### src/rtl/key_buffer_irq_pkg.sv
// Shared definitions for the keyboard FIFO with interrupt: bus address map,
// IRQ FSM states, vector codes and read-word layouts.
`ifndef KEY_BUFFER_IRQ_KEY_BASE_DEFINED
`define KEY_BUFFER_IRQ_KEY_BASE_DEFINED
`define Key_base 64'h0000_0000_FF20_0000
`endif

package key_buffer_irq_pkg;

    typedef enum logic [1:0] {
        IRQ_IDLE     = 2'd0,
        IRQ_PENDING  = 2'd1,
        IRQ_SERVICED = 2'd2
    } irq_state_e;

    localparam logic [3:0] IRQ_NONE = 4'd0;
    localparam logic [3:0] IRQ_KEY  = 4'd1;

    localparam int DATA_VALID_BIT = 31;
    localparam int DATA_CNT_LSB   = 8;
    localparam int STAT_DROP_LSB  = 16;
    localparam int STAT_OVF_BIT   = 8;
    localparam int STAT_CNT_LSB   = 0;

    localparam logic [7:0] DROP_CNT_MAX = 8'hFF;

    function automatic logic [63:0] pack_data_word(input logic [3:0] cnt, input logic [7:0] head);
        logic [63:0] w;
        w = 64'd0;
        w[DATA_VALID_BIT]        = 1'b1;
        w[DATA_CNT_LSB +: 4]     = cnt;
        w[7:0]                   = head;
        return w;
    endfunction

    function automatic logic [63:0] pack_status_word(input logic [7:0] drops, input logic ovf,
                                                     input logic [4:0] cnt);
        logic [63:0] w;
        w = 64'd0;
        w[STAT_DROP_LSB +: 8] = drops;
        w[STAT_OVF_BIT]       = ovf;
        w[STAT_CNT_LSB +: 5]  = cnt;
        return w;
    endfunction

endpackage

### src/rtl/key_buffer_irq_sync_fifo.sv
// Power-of-two synchronous FIFO; a pop frees a slot for a push on the same edge,
// so a full FIFO still accepts a byte when it is being read.
module sync_fifo #(
    parameter int DEPTH = 8,
    parameter int WIDTH = 8
) (
    input  logic                     clk,
    input  logic                     reset,
    input  logic                     push,
    input  logic                     pop,
    input  logic [WIDTH-1:0]         wr_data,
    output logic                     full,
    output logic                     empty,
    output logic [$clog2(DEPTH):0]   count,
    output logic [WIDTH-1:0]         head
);
    localparam int AW = $clog2(DEPTH);
    localparam logic [AW:0] FULL_CNT = (AW+1)'(DEPTH);

    logic [WIDTH-1:0] mem_r [DEPTH];
    logic [AW-1:0]    wr_ptr_r;
    logic [AW-1:0]    rd_ptr_r;
    logic [AW:0]      count_r;
    logic             do_push_s;
    logic             do_pop_s;

    // qualify requests against occupancy
    always_comb begin
        do_pop_s  = pop && (count_r != '0);
        do_push_s = push && ((count_r != FULL_CNT) || do_pop_s);
    end

    // pointers and occupancy; pointers wrap naturally at DEPTH
    always_ff @(posedge clk) begin
        if (reset) begin
            wr_ptr_r <= '0;
            rd_ptr_r <= '0;
            count_r  <= '0;
        end else begin
            if (do_push_s) wr_ptr_r <= wr_ptr_r + 1'b1;
            if (do_pop_s)  rd_ptr_r <= rd_ptr_r + 1'b1;
            case ({do_push_s, do_pop_s})
                2'b10:   count_r <= count_r + 1'b1;
                2'b01:   count_r <= count_r - 1'b1;
                default: count_r <= count_r;
            endcase
        end
    end

    // storage needs no reset: stale entries are never visible past the pointers
    always_ff @(posedge clk) begin
        if (do_push_s) mem_r[wr_ptr_r] <= wr_data;
    end

    assign full  = (count_r == FULL_CNT);
    assign empty = (count_r == '0);
    assign count = count_r;
    assign head  = mem_r[rd_ptr_r];

endmodule

### src/rtl/key_buffer_irq.sv
// PS/2 key FIFO on the CPU bus: data register pops one key per read strobe,
// status register reports occupancy and drops, and a level IRQ flags new keys.
module key_buffer_irq #(
    parameter int          DEPTH    = 8,
    parameter logic [63:0] KEY_BASE = `Key_base
) (
    input  logic        clk,
    input  logic        reset,
    input  logic        key_pressed,
    input  logic [7:0]  key_ascii,
    input  logic [63:0] bus_address,
    input  logic        bus_read_enable,
    output logic [63:0] bus_read_data,
    output logic        key_selected,
    output logic [3:0]  interrupt_vector,
    input  logic        interrupt_ack,
    output logic        overflow
);
    import key_buffer_irq_pkg::*;

    localparam int CW = $clog2(DEPTH) + 1;

    logic          key_d_r;
    logic          rd_d_r;
    logic          rst_hold_r;
    logic [63:0]   rd_data_r;
    logic          overflow_r;
    logic [7:0]    drop_cnt_r;
    logic [3:0]    irq_vec_r;
    irq_state_e    state_r;
    irq_state_e    state_next_s;

    logic          data_sel_s;
    logic          stat_sel_s;
    logic          rd_act_s;
    logic          rd_evt_s;
    logic          push_s;
    logic          pop_s;
    logic          drop_s;
    logic          fifo_full_s;
    logic          fifo_empty_s;
    logic [CW-1:0] fifo_count_s;
    logic [4:0]    count5_s;
    logic [7:0]    fifo_head_s;

    // address decode and event qualification; rst_hold_r masks the first post-reset edge
    always_comb begin
        data_sel_s   = (bus_address == KEY_BASE);
        stat_sel_s   = (bus_address == (KEY_BASE + 64'd8));
        key_selected = data_sel_s || stat_sel_s;
        rd_act_s     = bus_read_enable && key_selected;
        rd_evt_s     = rd_act_s && !rd_d_r && !rst_hold_r;
        push_s       = key_pressed && !key_d_r && (key_ascii != 8'd0) && !rst_hold_r;
        pop_s        = rd_evt_s && data_sel_s && !fifo_empty_s;
        drop_s       = push_s && fifo_full_s && !pop_s;
        count5_s     = 5'(fifo_count_s);
    end

    sync_fifo #(
        .DEPTH (DEPTH),
        .WIDTH (8)
    ) u_fifo (
        .clk     (clk),
        .reset   (reset),
        .push    (push_s),
        .pop     (pop_s),
        .wr_data (key_ascii),
        .full    (fifo_full_s),
        .empty   (fifo_empty_s),
        .count   (fifo_count_s),
        .head    (fifo_head_s)
    );

    // edge-detect history for key and read strobe
    always_ff @(posedge clk) begin
        if (reset) begin
            key_d_r    <= 1'b0;
            rd_d_r     <= 1'b0;
            rst_hold_r <= 1'b1;
        end else begin
            key_d_r    <= key_pressed;
            rd_d_r     <= rd_act_s;
            rst_hold_r <= 1'b0;
        end
    end

    // read data is captured once per read event and held until the next one
    always_ff @(posedge clk) begin
        if (reset) begin
            rd_data_r <= 64'd0;
        end else if (rd_evt_s) begin
            if (data_sel_s) begin
                rd_data_r <= fifo_empty_s ? 64'd0 : pack_data_word(count5_s[3:0], fifo_head_s);
            end else begin
                rd_data_r <= pack_status_word(drop_cnt_r, overflow_r, count5_s);
            end
        end else begin
            rd_data_r <= rd_data_r;
        end
    end

    // sticky drop tracking; a drop landing on a status read is kept for the next read
    always_ff @(posedge clk) begin
        if (reset) begin
            overflow_r <= 1'b0;
            drop_cnt_r <= 8'd0;
        end else if (rd_evt_s && stat_sel_s) begin
            overflow_r <= drop_s;
            drop_cnt_r <= drop_s ? 8'd1 : 8'd0;
        end else if (drop_s) begin
            overflow_r <= 1'b1;
            drop_cnt_r <= (drop_cnt_r == DROP_CNT_MAX) ? DROP_CNT_MAX : drop_cnt_r + 8'd1;
        end else begin
            overflow_r <= overflow_r;
            drop_cnt_r <= drop_cnt_r;
        end
    end

    // IRQ next state: raise on data present, hold off after ack until drained
    always_comb begin
        state_next_s = state_r;
        case (state_r)
            IRQ_IDLE: begin
                if (fifo_count_s != '0) state_next_s = IRQ_PENDING;
                else                    state_next_s = IRQ_IDLE;
            end
            IRQ_PENDING: begin
                if (interrupt_ack) state_next_s = IRQ_SERVICED;
                else               state_next_s = IRQ_PENDING;
            end
            IRQ_SERVICED: begin
                if (fifo_count_s == '0) state_next_s = IRQ_IDLE;
                else                    state_next_s = IRQ_SERVICED;
            end
            default: state_next_s = IRQ_IDLE;
        endcase
    end

    // IRQ state and registered vector
    always_ff @(posedge clk) begin
        if (reset) begin
            state_r   <= IRQ_IDLE;
            irq_vec_r <= IRQ_NONE;
        end else begin
            state_r   <= state_next_s;
            irq_vec_r <= (state_next_s == IRQ_PENDING) ? IRQ_KEY : IRQ_NONE;
        end
    end

    assign bus_read_data    = rd_data_r;
    assign interrupt_vector = irq_vec_r;
    assign overflow         = overflow_r;

endmodule

### config.mk
export PLATFORM = sky130hd
export DESIGN_NAME = key_buffer_irq
export DESIGN_NICKNAME = d
export VERILOG_FILES = /design/src/rtl/key_buffer_irq_pkg.sv /design/src/rtl/key_buffer_irq_sync_fifo.sv /design/src/rtl/key_buffer_irq.sv
export SDC_FILE = /design/constraint.sdc
export NUM_CORES = 1
export LEC_CHECK = 0
export CAP_MARGIN = 20
export CELL_PAD_IN_SITES_DETAIL_PLACEMENT = 1
export CELL_PAD_IN_SITES_GLOBAL_PLACEMENT = 2
export CORE_MARGIN = 2
export CORE_UTILIZATION = 34
export CTS_BUF_LIST = sky130_fd_sc_hd__clkbuf_16
export DETAILED_ROUTE_END_ITERATION = 6
export GPL_TIMING_DRIVEN = 0
export PLACE_DENSITY = 0.84
export SETUP_SLACK_MARGIN = 0.3
export SYNTH_ARGS = -nofsm -noshare
export SYNTH_HDL_FRONTEND = slang
export SYNTH_SLANG_ARGS = --single-unit
### constraint.sdc
create_clock -name clk -period 8.1 [get_ports clk]
set_input_delay 1.62 -clock clk [delete_from_list [all_inputs] [get_ports clk]]
set_output_delay 1.62 -clock clk [all_outputs]
set_load 0.005 [all_outputs]
; After elaboration in Yosys (flattened, before gate mapping)
; Memories as Yosys holds them, arrays and structs flattened. A register that Yosys moved wholly into a read port is not among the register bits.
; Index checks and enable logic that the tools add are counted.
[word_totals]
regBits = 92
ramBits = 64
in_bits = 77
out_inout_bits = 70
memories = 1
[memory_table]
columns = name, depth, word_bits, rd, rd_clocked_by_memory_dff, write_ports, line
row1 = u_fifo.mem_r, 8, 8, 1, 1, 1, key_buffer_irq_sync_fifo.sv:20  ; logic [WIDTH-1:0] mem_r [DEPTH];
[classes]
addsub = 5
eq_ne = 10
mux = 19
reduce_logical = 26
[op_table]
columns = op, n
row1 = $eq 64x32->1 const B, 2
row2 = $mux 32, 2
row3 = $mux 8, 3
row4 = $logic_and 1x1->1, 13
row5 = $add 8x1->8 const B, 1
row6 = $eq 8x8->1 const B, 1
row7 = $mux 1, 8
row8 = $pmux 4 s2, 1
row9 = $reduce_bool 8->1, 1
row10 = $add 3x1->3 const B, 2
row11 = $eq 2x1->1 const B, 3
row12 = $mux 3, 2
row13 = $pmux 2 s3, 1
row14 = $logic_not 1->1, 5
row15 = $add 4x1->4 const B, 1
row16 = $eq 2x2->1 const B, 2
row17 = $eq 4x4->1 const B, 1
row18 = $logic_not 4->1, 1
row19 = $mux 2, 2
row20 = $ne 4x4->1 const B, 1
row21 = $reduce_bool 2->1, 2
row22 = $reduce_bool 4->1, 1
row23 = $sub 4x1->4 const B, 1
row24 = $logic_not 2->1, 1
row25 = $logic_or 1x1->1, 2

; Logic depth before layout (Yosys ltp)
[depth]
depth_word = 12
mapped_depth = 13
ltp_nobuf = 12

; Modules after synthesis
; A second synthesis with hierarchy kept.
[unflattened]
hier_cells = 400
area_unflattened_um2 = 5220.0
[by_module_without_submodules]
columns = module, instances, cells_each, area_each_um2
row1 = sync_fifo, 1, 176, 3203.1
row2 = key_buffer_irq, 1, 224, 2016.9

; Worst setup path after synthesis
; No wires, ideal clock.
[synth_path]
path_type = input to register
startpoint = input port bus_address[41]
endpoint = register u_fifo.count_r[3], in the netlist u_fifo.count[3]
arrival_time_ns = 4.307
required_time_ns = 8.030
path_slack_ns = 3.722
cell_stages = 13
path_cell_list = nor4_1 -> nand4_1 -> nor4_4 -> nand2_2 -> buf_2 -> nor3_1 -> ha_1 -> ha_1 -> a21o_1 -> a21oi_1 -> xnor2_1 -> or3_1 -> a21oi_1
[synth_between]
elab_chain_len = 12
word_cells_on_any_way = 15
[synth_lines]
columns = element, line
row1 = from (decl), key_buffer_irq.sv:11  ; input logic [63:0] bus_address,
row2 = $eq 64x32->1 (on tied branches), "key_buffer_irq.sv:48, key_buffer_irq.sv:49"
row3 = $logic_or 1x1->1 (*), key_buffer_irq.sv:50  ; key_selected = data_sel_s || stat_sel_s;
row4 = net key_selected, key_buffer_irq.sv:14  ; output logic key_selected,
row5 = $logic_and 1x1->1 (*), key_buffer_irq.sv:51  ; rd_act_s = bus_read_enable && key_selected;
row6 = $logic_and 1x1->1 (*) (2 in series), key_buffer_irq.sv:52  ; rd_evt_s = rd_act_s && !rd_d_r && !rst_hold_r;
row7 = $logic_and 1x1->1 (*) (2 in series), key_buffer_irq.sv:54  ; pop_s = rd_evt_s && data_sel_s && !fifo_empty_s;
row8 = $logic_and 1x1->1 (*), key_buffer_irq_sync_fifo.sv:29  ; do_pop_s = pop && (count_r != '0);
row9 = net u_fifo.do_pop_s, key_buffer_irq_sync_fifo.sv:25  ; logic do_pop_s;
row10 = $logic_or 1x1->1, key_buffer_irq_sync_fifo.sv:30  ; do_push_s = push && ((count_r != FULL_CNT) || do_pop_s);
row11 = $logic_and 1x1->1, key_buffer_irq_sync_fifo.sv:30
row12 = $eq 2x1->1 or $eq 2x2->1 (tied branches), key_buffer_irq_sync_fifo.sv:42  ; case ({do_push_s, do_pop_s})
row13 = $pmux 4 s2 or $reduce_bool 2->1 (tied branches), --
row14 = to (signal assigned), key_buffer_irq_sync_fifo.sv:43  ; 2'b10: count_r <= count_r + 1'b1;
row15 = to (signal assigned), key_buffer_irq_sync_fifo.sv:44  ; 2'b01: count_r <= count_r - 1'b1;
row16 = to (signal assigned), key_buffer_irq_sync_fifo.sv:45  ; default: count_r <= count_r;
row17 = to (decl), key_buffer_irq_sync_fifo.sv:23  ; logic [AW:0] count_r;
; Mark *: on every way through the listed nets, which the timed path passes. The rest lies on a longest branch.
; A chain may end at the register's enable or synchronous reset.

; Worst setup path in the final report
[layout_path]
startpoint = input port bus_address[35]
endpoint = output port key_selected
[layout_between]
elab_chain_len = 2
word_cells_on_any_way = 3
[layout_lines]
columns = element, line
row1 = $eq 64x32->1 (on tied branches), "key_buffer_irq.sv:48, key_buffer_irq.sv:49"
row2 = $logic_or 1x1->1 (*), key_buffer_irq.sv:50
row3 = to (decl), key_buffer_irq.sv:14
; Mark *: on every way between the ends. The rest lies on a longest branch, timed or not.

==> metrics.cfg <==
[synth]
yosys_register_bits=113
synth_cell_types=63
synth_fa_ha_area_frac=0.0181
yosys.area_share.simple=0.167
yosysWarningCount=0
synth_area_leader_cell=edfxtp_1
syn_inst=410
synth_xor_area_frac=0.00999
synthesis.area_um2=5260
synth_edf_count=64
synth_async_sr_flop_share=0
syn_area_per_cell_um2=12.8
synth.area.top_cells=edfxtp_1 (37%), dfxtp_1 (19%), mux4_2 (6.9%)
synth.top_cell.area_share=0.365
synth.most_common_cell=edfxtp_1
ys_top_cells_by_count=edfxtp_1 (64), dfxtp_1 (49), buf_4 (46)
yosysSeqAreaShare=0.552
synth_compound_area_frac=0.0709
synthMuxAreaShare=0.0942
synth_top_family_by_area=simple AND/OR/NAND/NOR gates
synth_ff_type=edfxtp_1

[floorplan]
ios=147
core-area_um2=15100
die_h_um=128
initial_core_util=0.347
dieArea_um2=16500
rows=45
fp.dieW_um=128

[sta]
min_period_over_period=0.683
worst_pin_slew_ns=0.974
setup_viol=0
fmax_ghz=0.181
rsz0062_at_grt=no
fin_ws_ns=2.57
final_hold_viol_count=0
hold_slack_ns=0.462
final.setup_skew_ns=0.00570
fin_crit_ns=5.53
finalSetupTns_ns=0
relSlewSlack=0.348
slew_violations=0

[placed_design]
place_hpwl_um=10500
post-place-cells=744
portBuffers=99
pre_cts_slack_ns=2.57
gp_congestion=0.820

[global_routing]
grt_pass1_wl_um=22300
grt_pass1_vias=4128
antenna_found_initial=0
grt_usage=0.180
grt_max_degree=17
grt.overflow.total=0

[finish]
area_growth_pct=39.1
final_cells=776
antenna_cells=0
regArea_um2=2900
drive_above_1_share=0.223
fillers=1553
fin_nets=659
multi_input_area_um2=2070

[pwr]
power_mw=1.53
irDropWorstVdd_uv=176
p_leak_nw=2.70
power_per_cell_area_nw_per_um2=209

[clock_network]
cts_sinks=113
htree_levels=4
clockBufferDepth=2
cts_setup_buffers=0
clk_latency_ns=0.42
cts-resized-gates=0
cts_made_buffers=17
ctsRootBufferMaster=clkbuf_16
clkTransAtPathRegs_ns=0.05
hold_buffers=0
cts_tree=built

[run_status]
status=completed

[detailed_routing]
vias=3807
route.detailed.wl_per_inst_um=18.3
dr.pass1.iters=6
viasPerCell=4.91
drc=0
drt_wl_total_um=14200
drtAntennaViolNets=0
drtIter0Drc=167

[critical_path]
reg2reg_depth=12
critPathArrivalTime_ns=3.91
crit_type=in -> out
critPathCaptureType=output port
crit_path_start_kind=primary input
crit_required_ns=6.48
cp_max_fo=8

[run]
max_cap_viol_count=0

[worst_hold_path]
hold_depth=2
hp-class=reg -> reg

-- routing by layer --
metal  global-route usage  part of all wire  up-vias
met4               0.0646             0.020        0
li1                     -                 -     1834
met5                    0                 0        -
met2                0.322              0.53       97
met3               0.0441             0.034       23
met1                0.210              0.42     1853
-- cell usage in the layout, fill, tap and decap left out, drive strengths merged, types with 5 or more instances in the layout --
cell	Yosys	final
a21oi	17	17
dfxtp	49	49
buf	54	56
nand3	6	6
mux2i	9	9
nand2	12	12
nor3	10	10
edfxtp	64	64
conb	1	46
inv	7	11
clkbuf	7	24
clkinv	1	5
nor4	27	27
ha	6	6
and3	9	9
nor2	29	29
a22o	8	8
and2	5	5
bufinv	0	5
mux4	16	16
nor3b	5	5
nand4	14	14
clkdlybuf4s50	0	99
-- layout make-up --
cell class / instances / share of cell area
buffer: 61 / 0.0590
clock buffer: 17 / 0.0581
clock inverter: 15 / 0.0296
inverter: 8 / 0.00410
multi-input combinational: 273 / 0.284
sequential: 113 / 0.397
tap: 188 / 0.0321
timing repair buffer: 101 / 0.137
-- flip-flops by register name, indices dropped and copies added (netlist names), named ones only --
name / cells
u_fifo.rd_ptr_r: 3
state_r: 2
rd_d_r: 1
bus_read_data: 21
rst_hold_r: 1
u_fifo.count: 4
key_d_r: 1
u_fifo.mem_r: 64
drop_cnt_r: 8
u_fifo.wr_ptr_r: 3
overflow: 1
interrupt_vector: 1
-- per-stage QoR --
step | area [um^2] | utilization
detailed placement | 6680 | 0.441
finish | 7320 | 0.483
CTS | 7320 | 0.483
global route | 7320 | 0.483
global placement | 6660 | 0.439
floorplan | 5430 | -
-- final timing paths --
kind              slack, ns                 to         startpoint
setup / recovery       2.57       key_selected    bus_address[35]
hold / removal         0.46  bus_read_data[10]  bus_read_data[10]
setup reg to reg       4.64    u_fifo.count[3]         rst_hold_r
hold reg to reg        0.46  bus_read_data[10]  bus_read_data[10]
-- logic make-up (layout without fill, tap and decap cells) --
family	count (synthesis)	in the layout
buffers and inverters	69	202
xor gates and xnor gates	6	6
and+or+nand+nor	136	136
adders and majority gates	7	7
other	1	46
AOI/OAI and AO/OA	49	49
DFF	113	113
muxes	29	29
-- critical path: stages --
cell and delay, ns:
clkdlybuf4s50_1 0.47, nor4_1 0.36, nand4_1 0.21, nor4_4 0.60, clkdlybuf4s50_1 0.65
-- power breakdown --
part,switching (mW),internal (mW)
clock network,0.267,0.543
registers,0.00364,0.611
logic,0.0434,0.0582
total,0.314,1.21
Power figures use the tool's default switching activity.
